[src/rtl/route_writer_if.sv]
// Route stream / route RAM write bus for route_writer.
// slave  : the writer's view (consumes the beat stream, drives the RAM port).
// master : the environment's view (drives the beat stream, observes RAM writes).
interface route_writer_if #(
    parameter int CITY_W = 7,
    parameter int ADDR_W = 3
);
    logic                  in_valid;
    logic [8*CITY_W-1:0]   in_data;
    logic                  mem_we;
    logic [ADDR_W-1:0]     mem_addr;
    logic [8*CITY_W-1:0]   mem_wdata;

    modport slave (
        input  in_valid, in_data,
        output mem_we, mem_addr, mem_wdata
    );

    modport master (
        output in_valid, in_data,
        input  mem_we, mem_addr, mem_wdata
    );
endinterface

[src/rtl/route_writer.sv]
// route_writer: sinks the 8-city-per-beat route stream and writes one beat per
// word into a replica's route RAM. Bubbles are free; done pulses with the last
// write. Optional permutation check enabled by defining ROUTE_WRITER_CHECK_EN.
module route_writer #(
    parameter int CITY_NUM = 64,
    parameter int CITY_W   = 7,
    parameter int ADDR_W   = $clog2(CITY_NUM/8)
) (
    input  logic            clk,
    input  logic            reset,
    input  logic            start,
    route_writer_if.slave   bus,
    output logic            busy,
    output logic            done,
    output logic            err_stray,
    output logic            err_dup
);
    localparam int BEATS  = CITY_NUM / 8;
    localparam int BEAT_W = 8 * CITY_W;
    localparam logic [ADDR_W-1:0] LAST = ADDR_W'(BEATS - 1);

    typedef enum logic {IDLE, RECV} state_t;

    state_t              state, state_d;
    logic [ADDR_W-1:0]   wcnt, wcnt_d;
    logic                accept, last;

    logic                we_q, we_d;
    logic [ADDR_W-1:0]   addr_q, addr_d;
    logic [BEAT_W-1:0]   wdata_q, wdata_d;
    logic                busy_q, busy_d;
    logic                done_q, done_d;
    logic                stray_q, stray_d;

    // start always takes priority: a beat coincident with start is ignored
    assign accept = (state == RECV) && bus.in_valid && !start;
    assign last   = accept && (wcnt == LAST);

    // state register and registered outputs
    always_ff @(posedge clk or posedge reset) begin
        if (reset) begin
            state   <= IDLE;
            wcnt    <= '0;
            we_q    <= 1'b0;
            addr_q  <= '0;
            wdata_q <= '0;
            busy_q  <= 1'b0;
            done_q  <= 1'b0;
            stray_q <= 1'b0;
        end else begin
            state   <= state_d;
            wcnt    <= wcnt_d;
            we_q    <= we_d;
            addr_q  <= addr_d;
            wdata_q <= wdata_d;
            busy_q  <= busy_d;
            done_q  <= done_d;
            stray_q <= stray_d;
        end
    end

    // next-state: start re-arms from either state, last beat returns to IDLE
    always_comb begin
        state_d = state;
        unique case (state)
            IDLE: if (start) state_d = RECV;
            RECV: if (!start && last) state_d = IDLE;
        endcase
    end

    // output / datapath next values
    always_comb begin
        wcnt_d  = wcnt;
        if (start)
            wcnt_d = '0;
        else if (accept)
            wcnt_d = last ? '0 : wcnt + ADDR_W'(1);
        we_d    = accept;
        addr_d  = accept ? wcnt : addr_q;
        wdata_d = accept ? bus.in_data : wdata_q;
        done_d  = last;
        busy_d  = (state_d == RECV);
        stray_d = stray_q;
        if (start)
            stray_d = 1'b0;
        else if (state == IDLE && bus.in_valid)
            stray_d = 1'b1;
    end

    assign bus.mem_we    = we_q;
    assign bus.mem_addr  = addr_q;
    assign bus.mem_wdata = wdata_q;
    assign busy          = busy_q;
    assign done          = done_q;
    assign err_stray     = stray_q;

`ifdef ROUTE_WRITER_CHECK_EN
    localparam logic [CITY_NUM-1:0] ONE = CITY_NUM'(1);

    logic [CITY_NUM-1:0]          seen, beat_mask;
    logic [7:0][CITY_NUM-1:0]     lane_oh;
    logic [7:0]                   lane_bad;
    logic                         err_dup_q;

    // per lane: out of range, already in the bitmap, or equal to a lower lane
    for (genvar i = 0; i < 8; i++) begin : g_lane
        logic [CITY_W-1:0] city;
        logic              eq_low;
        assign city       = bus.in_data[i*CITY_W +: CITY_W];
        assign lane_oh[i] = ONE << city;
        // compare against every lower lane of the same beat
        always_comb begin
            eq_low = 1'b0;
            for (int j = 0; j < i; j++)
                if (bus.in_data[j*CITY_W +: CITY_W] == city) eq_low = 1'b1;
        end
        assign lane_bad[i] = (int'(city) >= CITY_NUM) || (|(seen & lane_oh[i])) || eq_low;
    end

    // union of the lanes of the current beat
    always_comb begin
        beat_mask = '0;
        for (int i = 0; i < 8; i++) beat_mask = beat_mask | lane_oh[i];
    end

    // seen-bitmap and sticky duplicate flag; the write happens regardless
    always_ff @(posedge clk or posedge reset) begin
        if (reset) begin
            seen      <= '0;
            err_dup_q <= 1'b0;
        end else if (start) begin
            seen      <= '0;
            err_dup_q <= 1'b0;
        end else if (accept) begin
            seen <= seen | beat_mask;
            if (|lane_bad) err_dup_q <= 1'b1;
        end
    end

    assign err_dup = err_dup_q;
`else
    assign err_dup = 1'b0;
`endif
endmodule

[src/flat_wrapper.sv]
// flat-port wrapper written by rule: the top's interface ports become plain ports
module route_writer_flat 
#(
    parameter int CITY_NUM = 64,
    parameter int CITY_W   = 7,
    parameter int ADDR_W   = $clog2(CITY_NUM/8)
)
  (clk, reset, start, busy, done, err_stray, err_dup, bus_in_valid, bus_in_data, bus_mem_we, bus_mem_addr, bus_mem_wdata);
  route_writer_if #(.CITY_W(CITY_W), .ADDR_W(ADDR_W)) bus_i ();
  input  logic clk;
  input  logic reset;
  input  logic start;
  output logic busy;
  output logic done;
  output logic err_stray;
  output logic err_dup;
  input wire logic [$bits(bus_i.in_valid)-1:0] bus_in_valid;
  input wire logic [$bits(bus_i.in_data)-1:0] bus_in_data;
  output wire logic [$bits(bus_i.mem_we)-1:0] bus_mem_we;
  output wire logic [$bits(bus_i.mem_addr)-1:0] bus_mem_addr;
  output wire logic [$bits(bus_i.mem_wdata)-1:0] bus_mem_wdata;
  assign bus_i.in_valid = bus_in_valid;
  assign bus_i.in_data = bus_in_data;
  assign bus_mem_we = bus_i.mem_we;
  assign bus_mem_addr = bus_i.mem_addr;
  assign bus_mem_wdata = bus_i.mem_wdata;
  route_writer #(.CITY_NUM(CITY_NUM), .CITY_W(CITY_W), .ADDR_W(ADDR_W)) u_core (.clk(clk), .reset(reset), .start(start), .bus(bus_i), .busy(busy), .done(done), .err_stray(err_stray), .err_dup(err_dup));
endmodule
[config.mk]
export PLATFORM = sky130hd
export DESIGN_NAME = route_writer_flat
export DESIGN_NICKNAME = d
export VERILOG_FILES = /design/src/rtl/route_writer_if.sv /design/src/rtl/route_writer.sv /design/src/flat_wrapper.sv
export SDC_FILE = /design/constraint.sdc
export NUM_CORES = 1
export LEC_CHECK = 0
export CORE_UTILIZATION = 43
export CTS_CLUSTER_SIZE = 40
export DETAILED_ROUTE_END_ITERATION = 10
export DONT_BUFFER_PORTS = 1
export PLACE_DENSITY = 0.6
export SLEW_MARGIN = 40
export SYNTH_ARGS = -nofsm -noshare
export SYNTH_HDL_FRONTEND = slang
export SYNTH_SLANG_ARGS = --single-unit
[constraint.sdc]
create_clock -name clk -period 5.4 [get_ports clk]
set_input_delay 0.81 -clock clk [delete_from_list [all_inputs] [get_ports clk]]
set_output_delay 0.81 -clock clk [all_outputs]
set_load 0.02 [all_outputs]
==> metrics.md, run 1 <==
| Metric | Value |
|---|---|
| DRC violation count after routing | `0` |
| Area overhead of the layout relative to synthesis | `6.729%` |
| Die footprint | `~6300 um2` |
| Count of H-tree levels built during CTS | `3` |
| Part of the cycle the worst path needs | `between 30% and 40%` |
| Most common library cell in the layout ignoring fill and taps | `dfrtp_1` |
| Global-route track usage on met1 | `between 10% and 20%` |
| Setup TNS after final layout | `0 ps` |
| Fill count | `491` |
| Count of endpoints failing setup in the final report | `0` |
| WHS | `500.6 ps` |
| Result of the run | `complete, no violations` |
| Slew Viols, Final | `0` |
| Unrepaired setup endpoints after global routing | `no` |
| Buffer levels on the longest clock path | `2` |
| Area fraction of the dominant cell type after synthesis | `64.36%` |
| Number of global-route vias before repair | `1446` |
| Worst Skew | `7.964 ps` |
| Peak-usage layer in the global routing report | `met2` |
| Port Buffers | `0` |
| Count of distinct cell types in the synthesized netlist | `17` |
| Fmax | `486.3 MHz` |
| Die Y | `79.25 um` |
| Filler-free cell count of the finished design | `233` |
| Startpoint type of the worst setup path | `flop` |
| Max Fanout on Critical Path | `60` |
| Number of buffers added by the clock tree synthesis step | `9` |
| Root buffer selected by CTS | `clkbuf_8` |
| Crit path DAT | `2270 ps` |
| Setup bufs post-CTS | `0` |
| Max cap viols | `0` |
| Data required time of the critical path | `~5600 ps` |
| Number of synthesized register bits | `between 60 and 70` |
| Overall fraction of global-route tracks in use | `14.84%` |
| Total wirelength of the detailed-routed design | `4189 um` |
| Hold buffers post-CTS | `0` |
| Global-route wire length before repair | `6665 um` |
| Pin count of the biggest net entering global routing | `67` |
| Dpl cells | `~220` |
| Type of the worst min-delay path | `in2async` |
| Ratio of cells with drive above 1 in the final layout | `45.96%` |
| Die boundary width | `about 80 um` |
| Actual transition at the worst max-transition pin | `789.2 ps` |
| Total vias in the final route | `1240` |
| Routed vias/inst | `5.322` |
| Final hold viol count | `0` |
| Average cell area after synthesis | `16.56 um2` |
| Worst voltage drop across the vdd grid | `201.0 uV` |
| Initial standard-cell utilization of the core | `45.49%` |
| Critical path class | `reg2reg` |
| Pwr Density | `407.3 nW/um2` |
| Post-route core utilization | `between 40% and 50%` |
| Clock insertion delay at the later pin of the skew report | `330 ps` |
| Crit end category | `flop` |
| DR pass1 iterations | `3` |
| Initial antenna violation count | `0` |
| Antenna diode count | `0` |
| DR WL/cell | `17.98 um` |
| Number of gates resized after cts | `0` |
| Routability-driven placement congestion ratio | `around 0.66` |
| CTS tree | `done` |
| Top-level port count | `124` |
| Yosys top cell by area | `dfrtp_1` |
| Clock slew at the register clock pins of the worst setup and hold paths | `around 70 ps` |
| Placed wire-length estimate after detailed placement | `2917 um` |
| Antenna viol nets, final | `0` |
| Largest cells by area after synthesis | `dfrtp_1 (64%), mux2_2 (24%), buf_6 (2.2%)` |
| Final worst path period need | `2056 ps` |
| Placeable Area | `5642 um2` |
| Count of warnings emitted by yosys | `0` |
| Post-synth design cell area | `2566 um2` |
| Number of sinks handled by clock tree synthesis | `66` |
| Cells after synthesis | `approximately 160` |
| Static power due to leakage | `between 1 and 1.5 nW` |
| Grt total ovfl | `0` |
| Met3 usage | `roughly 8.3%` |
| Worst rel slew slack | `approximately 47%` |
| DRC marker count from the first detailed-route iteration | `18` |
| Portion of the post-synthesis area used by sequential elements | `64.36%` |
| Num rows | `27` |
| Post-synth net total | `217` |
| Highest-count cells in the layout ignoring fill and taps | `dfrtp_1 (66), mux2_2 (54), clkbuf_8 (10)` |
| Post-layout nets | `220` |
| Met2 GRT Util | `around a quarter` |
-- Yosys cell counts --
master / n
a21bo_2: 3
a21o_1: 1
a21oi_1: 4
buf_4: 4
buf_6: 5
conb_1: 1
dfrtp_1: 66
ha_1: 2
inv_1: 3
mux2_1: 5
mux2_2: 54
nand2_1: 1
nand2b_1: 1
nand3b_4: 1
nand4b_1: 2
nand4bb_1: 1
nor3b_1: 1
-- path summary, 6_finish.rpt --
check	start	endpoint	slack (ps)	cells after the start
hold reg to reg	u_core.wcnt[2]	u_core.bus.mem_addr[2]	530	1
min in group clk	start	u_core.err_stray	530	1
hold / removal	reset	u_core.bus.mem_wdata[48]	500	2
max in group asynchronous	reset	u_core.bus.mem_wdata[20]	4500	2
setup reg to reg	u_core.state	u_core.bus.mem_wdata[51]	3340	2
setup / recovery	u_core.state	u_core.bus.mem_wdata[51]	3340	2
-- flip-flops by register name, indices dropped and copies added (netlist names) --
name	flops
u_core.bus.mem_wdata	56
u_core.bus.mem_addr	3
u_core.wcnt	3
u_core.bus.mem_we	1
u_core.done	1
u_core.err_stray	1
u_core.state	1
-- metal layers --
layer  vias to the layer above  wire, um
met4                         0        70
met2                        91      2093
met1                       597      1549
met5                         -         0
met3                        10       475
li1                        542         -
-- where the power goes --
| part | switching (W) | internal, W |
|---|---|---|
| Clock | 0.000162 | 0.000170 |
| Combinational | 0.0000362 | 0.0000563 |
| Sequential | 0.000129 | 0.000561 |
| Total | 0.000328 | 0.000788 |
-- critical path, cell delays in order, from the launching register on --
cell	delay [ps]
dfrtp_1	650
nand3b_4	710
mux2_1	570
-- cell type report --
| type | count | area (um2) | share of cell area [%] |
|---|---|---|---|
| Inverter | 3 | 11.26 | 0.4111 |
| Clock inverter | 4 | 20.02 | 0.7309 |
| Sequential cell | 66 | 1652 | 60.30 |
| Timing Repair Buffer | 1 | 11.26 | 0.4111 |
| Clock buffer | 10 | 137.6 | 5.025 |
| Multi-Input combinational cell | 77 | 817.0 | 29.83 |
| Tap cell | 72 | 90.09 | 3.289 |
-- per-stage QoR --
stage	power [W]	worst slack (ps)	cell area (um2)
after floorplan	0.0007707	2935	2566
after global placement	0.0007850	3263	2577
after detailed placement	0.0007949	3187	2577
after CTS	0.001130	3304	2735
after global routing	0.001181	3163	2739
final	0.001116	3344	2739
-- cells by family (layout without fill, tap and decap cells) --
logic type      after synthesis  after routing  share of synthesized area (%)
flops                        66             66                          64.36
compound gates                8              8                          2.243
fa+ha+maj                     2              2                         0.9750
buf+inv                      12             18                          3.803
other cells                   1              1                         0.1461
simple gates                  7              7                          2.584
mux                          59             59                          25.89
Power figures use the tool's default switching activity.
==> run 2: changes to the inputs <==
==> constraint.sdc (replaced) <==
create_clock -name clk -period 2.1 [get_ports clk]
set_input_delay 0.315 -clock clk [delete_from_list [all_inputs] [get_ports clk]]
set_output_delay 0.315 -clock clk [all_outputs]
set_load 0.02 [all_outputs]
==> metrics.md, run 2 (synthesis gave the netlist of run 1 again) <==
| Metric | Value |
|---|---|
| Result of the run | `complete, no violations` |
| DRC marker count from the first detailed-route iteration | `20 (+2)` |
| Crit path DAT | `1760 ps (-510 ps)` |
| Routed vias/inst | `5.257 (-1.2%)` |
| Count of H-tree levels built during CTS | `3 (unchanged)` |
| Data required time of the critical path | `2310 ps (-3300 ps)` |
| Slowest-stage cell, CP | `dfrtp_1` |
| Total wirelength of the detailed-routed design | `4217 um (+0.67%)` |
| Routability-driven placement congestion ratio | `0.6529 (-0.46%)` |
| Area overhead of the layout relative to synthesis | `9.215%` |
| Cells traversed along the worst timing path | `nand3b_4 -> buf_12 -> mux2_2` |
| Clock insertion delay at the later pin of the skew report | `330 ps (about the same)` |
| Die Y | `79.25 um (unchanged)` |
| Crit path buf inv count | `1 (+1)` |
| Initial standard-cell utilization of the core | `45.49% (unchanged)` |
| Number of global-route vias before repair | `1312 (-9.3%)` |
| Post-layout nets | `222 (+0.91%)` |
| Part of the cycle the worst path needs | `73.83% (+36 points)` |
| Worst rel slew slack | `54.01% (+6.6 points)` |
| Clock slew at the register clock pins of the worst setup and hold paths | `70 ps (about the same)` |
| Dpl ws | `553.0 ps (-2634 ps)` |
| Worst hold path depth | `1` |
| Total vias in the final route | `1246 (+0.48%)` |
| Pin count of the biggest net entering global routing | `61 (-9.0%)` |
| Pwr Density | `1059 nW/um2 (+160%)` |
| Worst Skew | `4.417 ps (-3.547 ps)` |
| Number of flip-flops in the largest register | `56 (unchanged)` |
| Max Fanout on Critical Path | `60 (unchanged)` |
| Fmax | `645.0 MHz (+33%)` |
| Number of gates resized after cts | `0 (unchanged)` |
| Most common library cell in the layout ignoring fill and taps | `dfrtp_1` |
| Startpoint type of the worst setup path | `flop` |
| Final worst path period need | `1550 ps (-506.1 ps)` |
| Overall fraction of global-route tracks in use | `14.59% (-0.24 points)` |
| DR WL/cell | `17.79 um (-1.0%)` |
| Crit end category | `flop` |
| Hold buffers post-CTS | `1 (+1)` |
| Critical path class | `reg2reg` |
| Die footprint | `6281 um2 (unchanged)` |
| Port Buffers | `0 (unchanged)` |
| Multi-input gate area in the final layout | `817.0 um2 (unchanged)` |
| Number of sinks handled by clock tree synthesis | `66 (unchanged)` |
| Placed wire-length estimate after detailed placement | `2938 um (+0.70%)` |
| Num rows | `27 (unchanged)` |
| FF/Latch Area | `1652 um2 (unchanged)` |
| Type of the worst min-delay path | `in2reg` |
| Top-level port count | `124 (unchanged)` |
| CTS tree | `done` |
| Worst path top cell family by delay | `flip-flops` |
| DRC violation count after routing | `0 (unchanged)` |
| Max cap viols | `0 (unchanged)` |
| Static power due to leakage | `1.229 nW (+2.2%)` |
| Global-route wire length before repair | `6603 um (-0.93%)` |
| Root buffer selected by CTS | `clkbuf_8` |
| Largest stage delay on the critical path | `570 ps (-140 ps)` |
| Antenna diode count | `0 (unchanged)` |
| Fill count | `497 (+1.2%)` |
| Actual transition at the worst max-transition pin | `688.9 ps (-100.3 ps)` |
| Setup TNS after final layout | `0 ps (unchanged)` |
| Ratio of cells with drive above 1 in the final layout | `45.45% (-0.51 points)` |
| Initial antenna violation count | `0 (unchanged)` |
| Slew Viols, Final | `0 (unchanged)` |
| Worst voltage drop across the vdd grid | `451.0 uV (+120%)` |
| Die boundary width | `79.25 um (unchanged)` |
| Antenna viol nets, final | `0 (unchanged)` |
| Unrepaired setup endpoints after global routing | `no` |
| Final hold viol count | `0 (unchanged)` |
| Highest-count cells in the layout ignoring fill and taps | `dfrtp_1 (66), mux2_2 (54), clkbuf_8 (12)` |
| DR pass1 iterations | `2 (-1)` |
| Worst-case setup margin in the final layout | `549.6 ps (-2794 ps)` |
| Worst Reg-to-Reg Cells | `3 (+1)` |
| Count of endpoints failing setup in the final report | `0 (unchanged)` |
| Number of buffers added by the clock tree synthesis step | `9 (unchanged)` |
| Instance count on the critical path | `3 (+1)` |
| Grt total ovfl | `0 (unchanged)` |
| Placeable Area | `5642 um2 (unchanged)` |
| Setup bufs post-CTS | `0 (unchanged)` |
| Buffer levels on the longest clock path | `2 (unchanged)` |
[run 2: changes by cell type in the layout (fill, tap and decap cells not counted), sizes merged]
| cell | delta |
|---|---|
| buf | +1 |
| clkbuf | +4 |
| clkinv | -2 |
| dlygate4sd3 | +1 |
[run 2: path summary, 6_finish.rpt]
kind                           startpoint                       end  slack (ps)
max in group asynchronous           reset   u_core.bus.mem_wdata[9]         930
max                          u_core.state  u_core.bus.mem_wdata[39]         550
min in group asynchronous           reset  u_core.bus.mem_wdata[44]         540
min reg2reg                u_core.wcnt[1]    u_core.bus.mem_addr[1]         540
max reg2reg                  u_core.state  u_core.bus.mem_wdata[39]         550
min                                 start            u_core.wcnt[2]          40
[run 2: per-stage QoR]
stage               power (W)  std cells  area [um2]  hold WS [ps]  utilization (%)
global placement     0.002025        220        2610         315.3            46.26
finish               0.002969        237        2803         37.17            49.68
global route         0.003113        237        2803         17.11            49.68
detailed placement   0.002048        220        2610         340.4            46.26
CTS                  0.003014        237        2803         18.86            49.68
floorplan            0.001982        155        2566         378.1                -
[run 2: metal layers]
layer / vias to the layer above / wire length [um] / track usage (%)
li1: 546 / - / -
met5: - / 0 / 0
met2: 92 / 1996 / 21.72
met1: 599 / 1595 / 15.92
met4: 0 / 72 / 8.727
met3: 9 / 554 / 8.621
[run 2: layout make-up]
type / count / area share [%]
clock buffers: 14 / 6.161
repair buffers: 3 / 1.786
multi-input cells: 77 / 29.15
clock inverters: 2 / 0.3571
flip-flops and latches: 66 / 58.93
well taps: 72 / 3.214
inverters: 3 / 0.4018
[run 2: report_power, final]
group / total (W) / switching [W] / internal [W]
sequential: 0.00178 / 0.000333 / 0.00144
combinational: 0.000241 / 0.0000915 / 0.000150
clock: 0.000952 / 0.000429 / 0.000522
total: 0.00297 / 0.000853 / 0.00212
==> run 3: changes to the inputs <==
--- a/config.mk
+++ b/config.mk
@@ -9,7 +9,7 @@
 export CTS_CLUSTER_SIZE = 40
 export DETAILED_ROUTE_END_ITERATION = 10
 export DONT_BUFFER_PORTS = 1
-export PLACE_DENSITY = 0.6
+export PLACE_DENSITY = 0.62
 export SLEW_MARGIN = 40
 export SYNTH_ARGS = -nofsm -noshare
 export SYNTH_HDL_FRONTEND = slang
==> constraint.sdc (replaced) <==
create_clock -name clk -period 1.4 [get_ports clk]
set_input_delay 0.21 -clock clk [delete_from_list [all_inputs] [get_ports clk]]
set_output_delay 0.21 -clock clk [all_outputs]
set_load 0.02 [all_outputs]
==> metrics.md, run 3 (synthesis gave the netlist of run 1 again) <==
| Metric | Value |
|---|---|
| Result of the run | `complete, no violations` |
| Most common library cell in the layout ignoring fill and taps | `dfrtp_1` |
| R2R Path Start | `u_core.wcnt[0]` |
| Buffer levels on the longest clock path | `2 (unchanged)` |
| Fill count | `476 (-4.2%)` |
| Port Buffers | `0 (unchanged)` |
| Final hold viol count | `0 (unchanged)` |
| Global-route wire length before repair | `6334 um (-4.1%)` |
| DRC marker count from the first detailed-route iteration | `35 (+75%)` |
| Filler-free cell count of the finished design | `241 (+1.7%)` |
| Dpl cells | `222 (+0.91%)` |
| Slew Viols, Final | `0 (unchanged)` |
| Die footprint | `6281 um2 (unchanged)` |
| Count of endpoints failing setup in the final report | `0 (unchanged)` |
| Antenna viol nets, final | `0 (unchanged)` |
| Total vias in the final route | `1259 (+1.0%)` |
| Unrepaired setup endpoints after global routing | `no` |
| Hold Crit Endpoint | `u_core.bus.mem_wdata[53]` |
| Worst Skew | `9.429 ps (+5.012 ps)` |
| Placed wire-length estimate after detailed placement | `2957 um (+0.67%)` |
| Number of flip-flops in the largest register | `56 (unchanged)` |
| Max cap viols | `0 (unchanged)` |
| Ratio of cells with drive above 1 in the final layout | `43.20% (-2.3 points)` |
| Area overhead of the layout relative to synthesis | `10.82%` |
| Highest-count cells in the layout ignoring fill and taps | `dfrtp_1 (66), mux2_2 (54), clkbuf_8 (10)` |
| Initial standard-cell utilization of the core | `45.49% (unchanged)` |
| Type of the worst min-delay path | `in2reg` |
| Met3 usage | `6.207% (-2.4 points)` |
| Pwr Density | `1514 nW/um2 (+43%)` |
| Worst hold path depth | `1 (unchanged)` |
| Data required time of the critical path | `1640 ps (-670 ps)` |
| FF/Latch Area | `1652 um2 (unchanged)` |
| Final worst path period need | `1223 ps (-326.9 ps)` |
| Routed vias/inst | `5.224 (-0.63%)` |
| Total wirelength of the detailed-routed design | `4091 um (-3.0%)` |
| Grt total ovfl | `0 (unchanged)` |
| Static power due to leakage | `1.236 nW (+0.57%)` |
| Root buffer selected by CTS | `clkbuf_8` |
| Placeable Area | `5642 um2 (unchanged)` |
| Number of gates resized after cts | `0 (unchanged)` |
| Antenna diode count | `0 (unchanged)` |
| Die boundary width | `79.25 um (unchanged)` |
| Worst Reg-to-Reg Cells | `4 (+1)` |
| Die Y | `79.25 um (unchanged)` |
| Multi-input gate area in the final layout | `817.0 um2 (unchanged)` |
| CTS tree | `done` |
| R2R Path End | `u_core.wcnt[1]` |
| DR pass1 iterations | `4 (+2)` |
| Initial antenna violation count | `0 (unchanged)` |
| Num rows | `27 (unchanged)` |
| Worst R2R Setup Slack | `180 ps (-370 ps)` |
| DR WL/cell | `16.98 um (-4.6%)` |
| Routability-driven placement congestion ratio | `0.6448 (-1.2%)` |
| Max Fanout on Critical Path | `4 (-93%)` |
| DRC violation count after routing | `0 (unchanged)` |
| Setup TNS after final layout | `0 ps (unchanged)` |
| Count of H-tree levels built during CTS | `3 (unchanged)` |
| Crit end category | `flop` |
| Hold buffers post-CTS | `5 (+4)` |
| Post-layout nets | `228 (+2.7%)` |
| Top-level port count | `124 (unchanged)` |
| Clock insertion delay at the later pin of the skew report | `320 ps (about the same)` |
| Fmax | `817.3 MHz (+27%)` |
| Number of buffers added by the clock tree synthesis step | `9 (unchanged)` |
| Crit path DAT | `1460 ps (-300 ps)` |
| Number of sinks handled by clock tree synthesis | `66 (unchanged)` |
| Global-route track usage on met1 | `13.05% (-2.9 points)` |
| Hold Startpoint | `bus_in_data[53]` |
| Part of the cycle the worst path needs | `87.39% (+14 points)` |
| Peak-usage layer in the global routing report | `met2` |
| WHS | `24.77 ps (-12.40 ps)` |
| Critical path class | `reg2reg` |
| Overall fraction of global-route tracks in use | `13.99% (-0.60 points)` |
| Worst voltage drop across the vdd grid | `756.9 uV (+68%)` |
| Pin count of the biggest net entering global routing | `67 (+9.8%)` |
| Startpoint type of the worst setup path | `flop` |
| Setup bufs post-CTS | `0 (unchanged)` |
| Clock slew at the register clock pins of the worst setup and hold paths | `60 ps (about the same)` |
| Met2 GRT Util | `24.22% (+2.5 points)` |
| Number of global-route vias before repair | `1397 (+6.5%)` |
run 3: per-stage QoR:
step	worst slack [ps]	power [W]	area, um2	util (%)
final	176.5	0.004304	2844	50.41
after CTS	164.6	0.004386	2844	50.41
after floorplan	30.49	0.002973	2570	-
after global routing	126.4	0.004515	2844	50.41
after detailed placement	185.7	0.003077	2641	46.82
after global placement	212.3	0.003041	2641	46.82
run 3: layout make-up:
type,instances,share of cell area (%)
clock buffer,14,5.367
inverter,3,0.5279
multi-input combinational,77,28.73
timing repair buffer,9,4.136
tap,72,3.168
sequential,66,58.07
run 3: power breakdown:
group,switching (W),internal [W],total [W]
Sequential,0.000494,0.00217,0.00266
Combinational,0.000143,0.000238,0.000381
Clock,0.000589,0.000675,0.00126
run 3: how the worst max path moves through the flow:
stage / startpoint / end / slack [ps] / depth (start not counted)
2_1_floorplan: u_core.state / u_core.bus.mem_wdata[10] / 30 / 4
3_3_place_gp: u_core.wcnt[0] / u_core.wcnt[1] / 210 / 4
3_5_place_dp: u_core.state / u_core.bus.mem_wdata[49] / 190 / 3
4_1_cts: u_core.wcnt[0] / u_core.wcnt[1] / 160 / 4
5_1_grt: u_core.wcnt[0] / u_core.wcnt[0] / 130 / 4
6_report: u_core.wcnt[0] / u_core.wcnt[1] / 180 / 4
run 3: critical path, stage by stage, from the launching register on:
cell and delay (ps):
dfrtp_1 400, ha_1 210, ha_1 210, nand4b_1 180, a21oi_1 150
run 3: metal layers:
| metal | vias up | routed length, um |
|---|---|---|
| li1 | 558 | - |
| met1 | 614 | 1420 |
| met2 | 78 | 2218 |
| met3 | 9 | 364 |
| met4 | 0 | 88 |
| met5 | - | 0 |
